`config.mk`:
```
export PLATFORM = sky130hd
export DESIGN_NAME = control_campos_prog
export DESIGN_NICKNAME = d
export VERILOG_FILES = /design/src/rtl/control_campos_prog_pkg.sv /design/src/rtl/control_campos_prog_antirrebote.sv /design/src/rtl/control_campos_prog.sv
export SDC_FILE = /design/constraint.sdc
export NUM_CORES = 1
export LEC_CHECK = 0
export ABC_AREA = 1
export CORE_MARGIN = 10
export CORE_UTILIZATION = 30
export DETAILED_ROUTE_END_ITERATION = 10
export MAX_ROUTING_LAYER = met4
export SKIP_CTS_REPAIR_TIMING = 1
export SYNTH_ARGS = -nofsm -noshare
export SYNTH_HDL_FRONTEND = slang
export SYNTH_SLANG_ARGS = --single-unit
```
`constraint.sdc`:
```
create_clock -name clk -period 5.7 [get_ports clk]
set_clock_uncertainty 0.1 [all_clocks]
set_input_delay 1.14 -clock clk [delete_from_list [all_inputs] [get_ports clk]]
set_output_delay 1.14 -clock clk [all_outputs]
set_load 0.03 [all_outputs]
```
`src/rtl/control_campos_prog_pkg.sv`:
```
// Shared definitions for the date/time programming control path:
// field codes, FSM state type and counter sizing helper.
package control_campos_prog_pkg;

  localparam logic [3:0] FIELD_NONE    = 4'd0;
  localparam logic [3:0] FIELD_SECONDS = 4'd1;
  localparam logic [3:0] FIELD_MINUTES = 4'd2;
  localparam logic [3:0] FIELD_HOURS   = 4'd3;
  localparam logic [3:0] FIELD_DAY     = 4'd4;
  // Must match the month counter's select value.
  localparam logic [3:0] FIELD_MONTH   = 4'd5;
  localparam logic [3:0] FIELD_YEAR    = 4'd6;

  localparam logic [3:0] FIELD_MIN = FIELD_SECONDS;
  localparam logic [3:0] FIELD_MAX = FIELD_YEAR;

  typedef enum logic {
    ST_IDLE = 1'b0,
    ST_EDIT = 1'b1
  } state_t;

  function automatic int cnt_width(input int n);
    return $clog2(n) + 1;
  endfunction

endpackage

```
`src/rtl/control_campos_prog_antirrebote.sv`:
```
// 2-FF synchronizer plus run-length debouncer; emits the debounced level
// and a one-cycle pulse in the cycle the debounced level rises.
module antirrebote
  import control_campos_prog_pkg::*;
#(
  parameter int DEB_CYCLES = 500000
) (
  input  logic clk,
  input  logic reset,
  input  logic raw_i,
  output logic level_o,
  output logic rise_o
);

  localparam int CW = cnt_width(DEB_CYCLES);

  logic          sync0_q, sync1_q;
  logic          deb_q, deb_d;
  logic          rise_q, rise_d;
  logic [CW-1:0] run_q, run_d;

  // The run counter only advances while the synchronized input disagrees
  // with the debounced level; any agreeing cycle restarts it.
  always_comb begin
    deb_d  = deb_q;
    rise_d = 1'b0;
    run_d  = '0;
    if (sync1_q != deb_q) begin
      if (run_q == CW'(DEB_CYCLES - 1)) begin
        deb_d  = sync1_q;
        rise_d = sync1_q;
        run_d  = '0;
      end else if (run_q != '1) begin
        run_d = run_q + CW'(1);
      end else begin
        run_d = run_q;
      end
    end
  end

  always_ff @(posedge clk or posedge reset) begin
    if (reset) begin
      sync0_q <= 1'b0;
      sync1_q <= 1'b0;
      deb_q   <= 1'b0;
      rise_q  <= 1'b0;
      run_q   <= '0;
    end else begin
      sync0_q <= raw_i;
      sync1_q <= sync0_q;
      deb_q   <= deb_d;
      rise_q  <= rise_d;
      run_q   <= run_d;
    end
  end

  assign level_o = deb_q;
  assign rise_o  = rise_q;

endmodule

```
`src/rtl/control_campos_prog.sv`:
```
// Programming-path control: conditions the switch and buttons, tracks the
// field under edit and generates enUP/enDOWN pulses with auto-repeat.
module control_campos_prog
  import control_campos_prog_pkg::*;
#(
  parameter int DEB_CYCLES = 500000,
  parameter int REP_DELAY  = 50000000,
  parameter int REP_PERIOD = 10000000
) (
  input  logic       clk,
  input  logic       reset,
  input  logic       sw_prog,
  input  logic       btn_left,
  input  logic       btn_right,
  input  logic       btn_up,
  input  logic       btn_down,
  output logic [3:0] en_count,
  output logic       enUP,
  output logic       enDOWN,
  output logic       prog_mode,
  output state_t     dbg_state_o
);

  localparam int RW_D = cnt_width(REP_DELAY);
  localparam int RW_P = cnt_width(REP_PERIOD);
  localparam int RW   = (RW_D > RW_P) ? RW_D : RW_P;

  logic sw_lvl, left_rise, right_rise, up_lvl, up_rise, dn_lvl, dn_rise;
  logic sw_rise_unused, left_lvl_unused, right_lvl_unused;

  antirrebote #(.DEB_CYCLES(DEB_CYCLES)) u_deb_sw (
    .clk(clk), .reset(reset), .raw_i(sw_prog),
    .level_o(sw_lvl), .rise_o(sw_rise_unused)
  );
  antirrebote #(.DEB_CYCLES(DEB_CYCLES)) u_deb_left (
    .clk(clk), .reset(reset), .raw_i(btn_left),
    .level_o(left_lvl_unused), .rise_o(left_rise)
  );
  antirrebote #(.DEB_CYCLES(DEB_CYCLES)) u_deb_right (
    .clk(clk), .reset(reset), .raw_i(btn_right),
    .level_o(right_lvl_unused), .rise_o(right_rise)
  );
  antirrebote #(.DEB_CYCLES(DEB_CYCLES)) u_deb_up (
    .clk(clk), .reset(reset), .raw_i(btn_up),
    .level_o(up_lvl), .rise_o(up_rise)
  );
  antirrebote #(.DEB_CYCLES(DEB_CYCLES)) u_deb_down (
    .clk(clk), .reset(reset), .raw_i(btn_down),
    .level_o(dn_lvl), .rise_o(dn_rise)
  );

  state_t        state_q, state_d;
  logic [3:0]    field_q, field_d;
  logic          up_q, up_d, dn_q, dn_d, prog_q, prog_d;
  logic          rep_act_q, rep_act_d;
  logic          rep_up_q, rep_up_d;
  logic          rep_first_q, rep_first_d;
  logic          lock_q, lock_d;
  logic [RW-1:0] rep_cnt_q, rep_cnt_d;
  logic [RW-1:0] rep_target;
  logic          rep_held;

  assign rep_target = rep_first_q ? RW'(REP_DELAY) : RW'(REP_PERIOD);
  assign rep_held   = rep_up_q ? up_lvl : dn_lvl;

  always_comb begin
    state_d     = state_q;
    field_d     = field_q;
    up_d        = 1'b0;
    dn_d        = 1'b0;
    rep_act_d   = rep_act_q;
    rep_up_d    = rep_up_q;
    rep_first_d = rep_first_q;
    rep_cnt_d   = rep_cnt_q;
    lock_d      = lock_q;
    case (state_q)
      ST_IDLE: begin
        field_d   = FIELD_NONE;
        rep_act_d = 1'b0;
        rep_cnt_d = '0;
        lock_d    = 1'b0;
        if (sw_lvl) begin
          state_d = ST_EDIT;
          field_d = FIELD_MIN;
        end
      end
      ST_EDIT: begin
        if (!sw_lvl) begin
          state_d   = ST_IDLE;
          field_d   = FIELD_NONE;
          rep_act_d = 1'b0;
          rep_cnt_d = '0;
          lock_d    = 1'b0;
        end else begin
          if (right_rise && !left_rise) begin
            field_d = (field_q == FIELD_MAX) ? FIELD_MIN : field_q + 4'd1;
          end else if (left_rise && !right_rise) begin
            field_d = (field_q == FIELD_MIN) ? FIELD_MAX : field_q - 4'd1;
          end
          // lock_q blocks pulses until both up and down have been released.
          if (up_lvl && dn_lvl) begin
            rep_act_d = 1'b0;
            rep_cnt_d = '0;
            lock_d    = 1'b1;
          end else if (lock_q) begin
            if (!up_lvl && !dn_lvl) lock_d = 1'b0;
          end else if ((left_rise || right_rise) && (up_lvl || dn_lvl)) begin
            rep_act_d = 1'b0;
            rep_cnt_d = '0;
            lock_d    = 1'b1;
          end else if (up_rise) begin
            up_d        = 1'b1;
            rep_act_d   = 1'b1;
            rep_up_d    = 1'b1;
            rep_first_d = 1'b1;
            rep_cnt_d   = '0;
          end else if (dn_rise) begin
            dn_d        = 1'b1;
            rep_act_d   = 1'b1;
            rep_up_d    = 1'b0;
            rep_first_d = 1'b1;
            rep_cnt_d   = '0;
          end else if (rep_act_q) begin
            if (!rep_held) begin
              rep_act_d = 1'b0;
              rep_cnt_d = '0;
            end else if (rep_cnt_q + RW'(1) == rep_target) begin
              up_d        = rep_up_q;
              dn_d        = !rep_up_q;
              rep_first_d = 1'b0;
              rep_cnt_d   = '0;
            end else if (rep_cnt_q != '1) begin
              rep_cnt_d = rep_cnt_q + RW'(1);
            end
          end
        end
      end
      default: begin
        state_d = ST_IDLE;
        field_d = FIELD_NONE;
      end
    endcase
    prog_d = (state_d == ST_EDIT);
  end

  always_ff @(posedge clk or posedge reset) begin
    if (reset) begin
      state_q     <= ST_IDLE;
      field_q     <= FIELD_NONE;
      up_q        <= 1'b0;
      dn_q        <= 1'b0;
      prog_q      <= 1'b0;
      rep_act_q   <= 1'b0;
      rep_up_q    <= 1'b0;
      rep_first_q <= 1'b0;
      rep_cnt_q   <= '0;
      lock_q      <= 1'b0;
    end else begin
      state_q     <= state_d;
      field_q     <= field_d;
      up_q        <= up_d;
      dn_q        <= dn_d;
      prog_q      <= prog_d;
      rep_act_q   <= rep_act_d;
      rep_up_q    <= rep_up_d;
      rep_first_q <= rep_first_d;
      rep_cnt_q   <= rep_cnt_d;
      lock_q      <= lock_d;
    end
  end

  assign en_count    = field_q;
  assign enUP        = up_q;
  assign enDOWN      = dn_q;
  assign prog_mode   = prog_q;
  assign dbg_state_o = state_q;

endmodule

```
==> results.sh, run 1 <==
export IMPL_ir_drop_mv=0.219
export IMPL_dpl_hpwl_mm=16.3
export IMPL_cts_buffer_depth=2
export IMPL_synth_warnings=0
export IMPL_drt_wl_total_mm=22.2
export IMPL_slowest_delay_ps=760
export IMPL_die_area_um2=38500
export IMPL_crit_slowest_cell="clkdlybuf4s50_1"
export IMPL_synth_distinct_cells=54
export IMPL_htree_levels=4
export IMPL_tns_ps=0
export IMPL_syn_inst=1277
export IMPL_synth_seq_cells=157
export IMPL_routed_via_density=4.91
export IMPL_synthTopCellsByArea="dfrtp_1, nand2_1, inv_1"
export IMPL_synthTopCellsByCount="nand2_1, inv_1, dfrtp_1"
export IMPL_antenna_cells=0
export IMPL_drt_iter0_drc=684
export IMPL_cp_start_kind="flop"
export IMPL_drv_slew=0
export IMPL_grt_max_degree=99
export IMPL_numCtsBuffers=17
export IMPL_cp_cell_sequence="clkdlybuf4s50_1"
export IMPL_yosys_area_top_type="dfrtp_1"
export IMPL_cts_root_buf="clkbuf_16"
export IMPL_worstMarginPinSlew_ps=999
export IMPL_synth_flop_cell="dfrtp_1"
export IMPL_required_ps=4460
export IMPL_whs_ps=247
export IMPL_fmax_mhz=349
export IMPL_status="completed"
export IMPL_wl_met3_um=699
export IMPL_netlist_area_um2=9330
export IMPL_ant_nets=0
export IMPL_layout_min_cycle_time_ps=2870
export IMPL_cts_tree="built"
export IMPL_portBuffers=14
export IMPL_instances_no_fill=1708
export IMPL_wl_met1_mm=10.6
export IMPL_seq_area_frac_synth_pct=42.1
export IMPL_cp_end_kind="primary output"
export IMPL_rsz0062_at_grt="false"
export IMPL_final_setup_viol_count=0
export IMPL_clkTransAtPathRegs_ps=60
export IMPL_hold_viol=0
export IMPL_drive_above_1_share_pct=5.03
export IMPL_die_y_um=196
export IMPL_io_pins=15
export IMPL_powerDensity_nw_per_um2=224
export IMPL_antenna_found_initial=0
export IMPL_vias=8394
export IMPL_leakagePower_nw=4.61
export IMPL_drc_errors=0
export IMPL_design_area_um2=10500
export IMPL_top_layer_used="met4"
export IMPL_syn_area_per_cell_um2=7.30
export IMPL_yosysMostFrequentCell="nand2_1"
export IMPL_grt_first_pass_wirelength_mm=38.7
export IMPL_arrival_ps=1630
export IMPL_placed_area_um2=9920
export IMPL_area_growth_pct=12.6
export IMPL_min_path_type="reg -> reg"
export IMPL_synth_edf_count=0
export IMPL_dp_cells=1676
export IMPL_grt_usage_pct=12.1
export IMPL_power_total_mw=2.35
export IMPL_grt_pass1_vias=8028
export IMPL_path_max_fanout=5
export IMPL_max_cap_violations=0
export IMPL_cp_num_buf_inv=1
export IMPL_die_w_um=196
export IMPL_syn_nets=1294
export IMPL_cts_num_sinks=157
export IMPL_floorplan_rows=64
export IMPL_path_class="reg -> out"
export IMPL_core_um2=30700
export IMPL_met2_length_mm=10.6
export IMPL_place_gp_congestion=0.907
export IMPL_gr_total_overflow=0
export IMPL_critPathTopFamily="buffers and inverters"
export IMPL_post_route_period_util_pct=50.3
export IMPL_max_slew_margin_pct=33.2
export IMPL_synth_top_area_share_pct=42.1
export IMPL_nNetsFinal=1316
export IMPL_async_flop_share_pct=100
export IMPL_dr_pass1_iters=5
export IMPL_initial_core_util_pct=30.4
export IMPL_insertion_delay_ps=430
export IMPL_wl_per_cell_um=13.0
layer usage:
layer	track usage (%)	vias up
met5	-	-
met4	3.56	0
met3	1.80	24
met2	19.2	135
met1	15.6	3948
li1	-	4287
sequential cells by signal, indices dropped and copies added, names as in the netlist, 4 cells and up:
| register | count |
|---|---|
| u_deb_down.run_q | 20 |
| u_deb_up.run_q | 20 |
| u_deb_right.run_q | 20 |
| rep_cnt_q | 27 |
| en_count | 4 |
| u_deb_left.run_q | 20 |
| u_deb_sw.run_q | 20 |
power by group:
part	leakage (nW)	internal (mW)	total, mW	switching (mW)
sequential	2.16	1.13	1.14	0.00901
combinational	2.17	0.0190	0.0704	0.0514
clock	0.281	0.683	1.15	0.465
layout by cell type (no fill, tap or decap), types with 15 or more instances in the layout:
| cell type | netlist | layout |
|---|---|---|
| nand2_1 | 286 | 286 |
| inv_1 | 195 | 194 |
| dfrtp_1 | 157 | 157 |
| nor2_1 | 156 | 156 |
| nand3_1 | 87 | 87 |
| o21ai_0 | 78 | 78 |
| nand4_1 | 66 | 66 |
| nor3_1 | 51 | 51 |
| a21oi_1 | 46 | 46 |
| clkbuf_16 | 0 | 17 |
| xor2_1 | 15 | 15 |
per-stage QoR:
step / utilization, % / setup slack (ps)
6_report: 34.3 / 2830
5_1_grt: 34.3 / 2520
4_1_cts: 34.3 / 2800
3_5_place_dp: 32.3 / 2740
3_3_place_gp: 32.3 / 2750
2_1_floorplan: - / 225
path summary, 6_finish.rpt:
path                                        start  slack (ps)  depth (start not counted)                 end
worst max-delay path                  en_count[3]        2830                          1         en_count[3]
worst min-delay path             u_deb_sw.sync0_q         250                          0    u_deb_sw.sync1_q
worst max register to register  u_deb_sw.run_q[0]        2880                         12  u_deb_sw.run_q[15]
worst min register to register   u_deb_sw.sync0_q         250                          0    u_deb_sw.sync1_q
max in group asynchronous                   reset        3330                          3   u_deb_up.run_q[2]
min in group asynchronous                   reset        1170                          2  u_deb_left.sync0_q
logic make-up after synthesis:
logic type               share of synthesized area, %
buffers and inverters                            8.71
adder cells (fa/ha/maj)                          1.34
AO/OA/AOI/OAI                                    10.7
AND/OR/NAND/NOR                                  34.6
multiplexers                                    0.241
flip-flops                                       42.1
XOR/XNOR                                         2.35
cell type report:
type / count / area, um2
Timing Repair Buffer: 16 / 155
Tap cell: 396 / 495
Sequential cell: 157 / 3930
Fill cell: 3257 / 20200
Clock inverter: 8 / 106
Clock buffer: 24 / 482
Inverter: 199 / 752
Multi-Input combinational cell: 908 / 4590
Note: power is estimated with default switching activity, not from simulation.
==> run 2, diff against run 1 <==
==> constraint.sdc (replaced) <==
create_clock -name clk -period 2.6 [get_ports clk]
set_clock_uncertainty 0.1 [all_clocks]
set_input_delay 0.52 -clock clk [delete_from_list [all_inputs] [get_ports clk]]
set_output_delay 0.52 -clock clk [all_outputs]
set_load 0.03 [all_outputs]
==> run 2 against run 1 <==
- die area did not move
- worst hold slack barely moved
- count of clock-buffer cells in the layout is 2 lower
- critical endpoint is now rep_cnt_q[10]
- sequential power is 120% higher
- total power increased by 120%
- global-route usage grew 0.22 points
- routed wire length grew 3.1%
- cell area increased by 2.8%
- register-to-register slack got worse by 2700 ps
- utilization is 0.95 points higher
- clock power is 110% higher
==> results.sh, run 2 (same netlist as run 1, synthesis figures left out) <==
export IMPL_fmax_mhz=421
export IMPL_cp_cell_sequence="ha_2 -> nand3_2 -> inv_4 -> nand2_1 -> nand2_1 -> nand2_1 -> nor2_1 -> nand3b_1 -> nor2_1 -> nand2_1 -> nor2_4 -> nand3_4 -> nand4_1 -> nand2_1"
export IMPL_grt_pass1_vias=8179
export IMPL_die_area_um2=38500
export IMPL_critPathTopFamily="simple AND/OR/NAND/NOR gates"
export IMPL_clkTransAtPathRegs_ps=70
export IMPL_tns_ps=0
export IMPL_path_max_fanout=8
export IMPL_cts_num_sinks=157
export IMPL_required_ps=2820
export IMPL_arrival_ps=2600
export IMPL_power_total_mw=5.11
export IMPL_cpMostUsedCell="nand2_1"
export IMPL_power_internal_mw=3.93
export IMPL_drive_above_1_share_pct=8.04
export IMPL_cp_start_kind="flop"
export IMPL_powerDensity_nw_per_um2=473
export IMPL_fill_cells=3183
export IMPL_whs_ps=247
export IMPL_crit_slowest_cell="dfrtp_1"
export IMPL_netSwitchingFraction_pct=23.1
export IMPL_grt_max_degree=87
export IMPL_leakagePower_nw=4.74
export IMPL_drt_wl_total_mm=22.9
export IMPL_insertion_delay_ps=430
export IMPL_sequentialPowerShare_pct=48.7
export IMPL_initial_core_util_pct=30.4
export IMPL_final_core_util_pct=35.2
export IMPL_antenna_found_initial=0
export IMPL_min_path_type="in -> async"
export IMPL_layout_min_cycle_time_ps=2380
export IMPL_wl_per_cell_um=13.2
export IMPL_wl_met1_mm=11.1
export IMPL_gr_total_overflow=0
export IMPL_combPwrFrac_pct=3.3
export IMPL_antenna_cells=0
export IMPL_worstMarginPinSlew_ps=611
export IMPL_drt_iter0_drc=668
export IMPL_dpl_hpwl_mm=17.0
export IMPL_top_register="rep_cnt_q"
export IMPL_cts_buffer_depth=2
export IMPL_max_slew_margin_pct=59.1
export IMPL_wl_met3_um=893
export IMPL_portBuffers=14
export IMPL_design_area_um2=10800
export IMPL_seq_area_um2=3930
export IMPL_dr_pass1_iters=8
export IMPL_cts_root_buf="clkbuf_16"
export IMPL_rsz0062_at_grt="false"
export IMPL_status="completed"
export IMPL_routed_via_density=4.96
export IMPL_io_pins=15
export IMPL_cts_tree="built"
export IMPL_cp_end_kind="flop"
export IMPL_placed_area_um2=10100
export IMPL_r2r_slack_ps=220
export IMPL_max_cap_violations=0
export IMPL_die_y_um=196
export IMPL_drc_errors=0
export IMPL_ir_drop_mv=0.450
export IMPL_floorplan_rows=64
export IMPL_top_layer_used="met4"
export IMPL_final_cell_mix="nand2_1, inv_1, dfrtp_1"
export IMPL_final_common_cell="nand2_1"
export IMPL_post_route_period_util_pct=91.4
export IMPL_ant_nets=0
export IMPL_nNetsFinal=1347
export IMPL_cp_num_buf_inv=1
export IMPL_switchingPower_mw=1.18
export IMPL_vias=8619
export IMPL_slowest_delay_ps=400
export IMPL_htree_levels=4
export IMPL_largest_reg_flops=27
export IMPL_place_gp_congestion=0.924
export IMPL_core_um2=30700
export IMPL_drv_slew=0
export IMPL_area_growth_pct=15.8
export IMPL_die_w_um=196
export IMPL_path_class="reg -> reg"
export IMPL_met2_length_mm=10.6
export IMPL_power_share_clock_pct=48.0
export IMPL_grt_first_pass_wirelength_mm=39.3
export IMPL_hold_viol=0
export IMPL_numCtsBuffers=17
export IMPL_final_setup_viol_count=0
export IMPL_grt_usage_pct=12.3
export IMPL_multi_input_area_um2=4650
[run 2: changes by cell type in the layout (fill, tap and decap cells not counted), sizes merged]
cell,previous run,this run
clkbuf,24,22
buf,2,31
clkinvlp,2,4
clkinv,3,4
bufinv,2,1
nand3,91,93
[run 2: worst paths after layout]
| kind | cells past startpoint | to | start |
|---|---|---|---|
| max | 14 | rep_cnt_q[10] | rep_cnt_q[1] |
| min | 2 | en_count[2] | reset |
| max reg2reg | 14 | rep_cnt_q[10] | rep_cnt_q[1] |
| min reg2reg | 0 | u_deb_left.sync1_q | u_deb_left.sync0_q |
| max in group asynchronous | 3 | u_deb_right.run_q[19] | reset |
| min in group clk | 0 | u_deb_left.sync1_q | u_deb_left.sync0_q |
[run 2: area by class of cell]
cell class	count	area share, %
clock inverter	10	0.985
multi-input combinational	910	43.0
inverter	199	7.03
clock buffer	22	4.39
timing repair buffer	45	3.57
tap	396	4.59
sequential	157	36.4
[run 2: per-layer routing]
layer / vias up / GRT usage [%]
met4: 0 / 4.07
met2: 199 / 18.8
met5: - / -
li1: 4345 / -
met3: 31 / 1.97
met1: 4044 / 16.3
[run 2: metrics by stage]
| stage | worst slack [ps] | instances |
|---|---|---|
| 6_report | 222 | 1739 |
| 3_5_place_dp | 184 | 1701 |
| 3_3_place_gp | 281 | 1701 |
| 5_1_grt | 4.62 | 1739 |
| 4_1_cts | 159 | 1733 |
| 2_1_floorplan | -6.88 | 1277 |
[run 2: power by group through the flow]
stage	registers [mW]	logic (mW)	clock network, mW
floorplan	2.53	0.111	0
global placement	2.53	0.172	0
detailed placement	2.53	0.173	0
CTS	2.49	0.173	2.53
global route	2.49	0.198	2.64
finish	2.49	0.169	2.45
==> run 3, diff against run 2 <==
--- a/config.mk
+++ b/config.mk
@@ -9,7 +9,9 @@
 export CORE_MARGIN = 10
 export CORE_UTILIZATION = 30
 export DETAILED_ROUTE_END_ITERATION = 10
+export HOLD_SLACK_MARGIN = 0.15
 export MAX_ROUTING_LAYER = met4
+export RECOVER_POWER = 25
 export SKIP_CTS_REPAIR_TIMING = 1
 export SYNTH_ARGS = -nofsm -noshare
 export SYNTH_HDL_FRONTEND = slang
==> run 3 against run 2 <==
- utilization shrank 0.073 points
- largest power group unchanged
- via count rose by 0.16%
- register-to-register slack is essentially flat
- count of clock-buffer cells in the layout did not move
- largest cell class unchanged
- critical path depth stayed put
- sequential cell count is the same
- worst hold slack better by 2.4 ps
- sequential power hardly changed
- maximum frequency is 0.12% higher
- critical endpoint is now rep_cnt_q[21]
==> results.sh, run 3 (same netlist as run 1, synthesis figures left out) <==
export IMPL_gr_total_overflow=0
export IMPL_slowest_delay_ps=400
export IMPL_die_y_um=196
export IMPL_grt_first_pass_wirelength_mm=39.3
export IMPL_grt_usage_pct=12.3
export IMPL_worstMarginPinSlew_ps=1260
export IMPL_wl_per_cell_um=13.2
export IMPL_cts_tree="built"
export IMPL_leakagePower_nw=4.73
export IMPL_final_common_cell="nand2_1"
export IMPL_max_slew_margin_pct=16.2
export IMPL_switchingPower_mw=1.18
export IMPL_place_gp_congestion=0.924
export IMPL_design_area_um2=10800
export IMPL_vias=8633
export IMPL_largest_reg_flops=27
export IMPL_cp_end_kind="flop"
export IMPL_final_setup_viol_count=0
export IMPL_dr_pass1_iters=5
export IMPL_power_total_mw=5.11
export IMPL_placed_area_um2=10100
export IMPL_powerDensity_nw_per_um2=474
export IMPL_grt_pass1_vias=8179
export IMPL_drive_above_1_share_pct=7.89
export IMPL_layout_min_cycle_time_ps=2370
export IMPL_dpl_hpwl_mm=17.0
export IMPL_clkTransAtPathRegs_ps=60
export IMPL_ant_nets=0
export IMPL_cp_cell_sequence="ha_2 -> nand3_2 -> inv_4 -> nand2_1 -> nand2_1 -> nand2_1 -> nor2_1 -> nand3b_1 -> nor2_1 -> nand2_1 -> nor2_4 -> nand3_4 -> nand4_1 -> nand2_1"
export IMPL_portBuffers=14
export IMPL_combPwrFrac_pct=3.2
export IMPL_cts_num_sinks=157
export IMPL_cpMostUsedCell="nand2_1"
export IMPL_power_share_clock_pct=48.1
export IMPL_fin_ws_ps=225
export IMPL_drt_wl_total_mm=22.9
export IMPL_min_path_type="reg -> reg"
export IMPL_regToRegStartpoint="rep_cnt_q[1]"
export IMPL_top_register="rep_cnt_q"
export IMPL_pre_cts_ws_ps=184
export IMPL_crit_slowest_cell="dfrtp_1"
export IMPL_path_class="reg -> reg"
export IMPL_nNetsFinal=1347
export IMPL_status="completed"
export IMPL_required_ps=2820
export IMPL_cp_start_kind="flop"
export IMPL_routed_via_density=4.96
export IMPL_core_um2=30700
export IMPL_die_area_um2=38500
export IMPL_drv_slew=0
export IMPL_htree_levels=4
export IMPL_initial_core_util_pct=30.4
export IMPL_numCtsBuffers=17
export IMPL_rsz0062_at_grt="false"
export IMPL_floorplan_rows=64
export IMPL_hold_viol=0
export IMPL_cts_root_buf="clkbuf_16"
export IMPL_drt_iter0_drc=687
export IMPL_critical_path_startpoint="rep_cnt_q[1]"
export IMPL_instances_no_fill=1739
export IMPL_path_max_fanout=8
export IMPL_ir_drop_mv=0.454
export IMPL_power_internal_mw=3.93
export IMPL_final_cell_mix="nand2_1, inv_1, dfrtp_1"
export IMPL_netSwitchingFraction_pct=23.1
export IMPL_insertion_delay_ps=430
export IMPL_sequentialPowerShare_pct=48.7
export IMPL_max_cap_violations=0
export IMPL_grt_max_degree=87
export IMPL_io_pins=15
export IMPL_die_w_um=196
export IMPL_cts_buffer_depth=2
export IMPL_min_from="u_deb_left.sync0_q"
export IMPL_arrival_ps=2600
export IMPL_area_growth_pct=15.5
export IMPL_antenna_found_initial=0
export IMPL_dp_cells=1701
export IMPL_antenna_cells=0
export IMPL_post_route_period_util_pct=91.3
export IMPL_fmax_mhz=421
export IMPL_drc_errors=0
## run 3: cell types whose count changed in the layout (fill, tap and decap cells not counted)
| cell | delta |
|---|---|
| dlygate4sd3_1 | +6 |
| clkinvlp_4 | -1 |
| clkbuf_1 | +2 |
| clkinvlp_2 | +1 |
| clkdlybuf4s50_1 | -6 |
| buf_4 | -2 |
| clkbuf_4 | +1 |
| buf_12 | -1 |
## run 3: metal layers
layer / GRT usage (%) / share of wire, % / up-vias
li1: - / - / 4356
met4: 4.07 / 1.4 / 0
met3: 1.97 / 4.0 / 28
met1: 16.3 / 48 / 4058
met2: 18.8 / 46 / 191
met5: - / 0 / -
## run 3: final cells by class
cell class / instances / area (um2)
clock inverters: 10 / 106
flip-flops and latches: 157 / 3930
clock buffers: 22 / 474
repair buffers: 45 / 365
inverters: 199 / 757
fillers: 3186 / 19900
multi-input cells: 910 / 4650
well taps: 396 / 495
## run 3: power by group through the flow
| stage | clock network (mW) | registers (mW) | logic, mW |
|---|---|---|---|
| 2_1_floorplan | 0 | 2.53 | 0.111 |
| 3_3_place_gp | 0 | 2.53 | 0.172 |
| 5_1_grt | 2.64 | 2.49 | 0.191 |
| 3_5_place_dp | 0 | 2.53 | 0.173 |
| 6_report | 2.45 | 2.49 | 0.163 |
| 4_1_cts | 2.53 | 2.49 | 0.173 |
## run 3: metrics by stage
| stage | TNS [ps] | util [%] | hold WS (ps) |
|---|---|---|---|
| 5_1_grt | 0 | 35.1 | 259 |
| 3_5_place_dp | 0 | 33.0 | 236 |
| 4_1_cts | 0 | 34.9 | 241 |
| 6_report | 0 | 35.1 | 249 |
| 2_1_floorplan | -1080 | - | 231 |
| 3_3_place_gp | 0 | 33.0 | 233 |
## run 3: path summary, 6_finish.rpt
kind,depth (start not counted),slack [ps],to
worst max-delay path,14,230,rep_cnt_q[21]
worst min-delay path,0,250,u_deb_left.sync1_q
worst max register to register,14,230,rep_cnt_q[21]
worst min register to register,0,250,u_deb_left.sync1_q
max in group asynchronous,3,620,rep_cnt_q[2]
min in group asynchronous,2,360,en_count[2]
## run 3: worst max-delay path, delay by kind of cell (launching register included)
family	cells	cell delay, ps
buffers and inverters	1	140
flip-flops	1	400
AND/OR/NAND/NOR	12	1380
adder cells (fa/ha/maj)	1	240
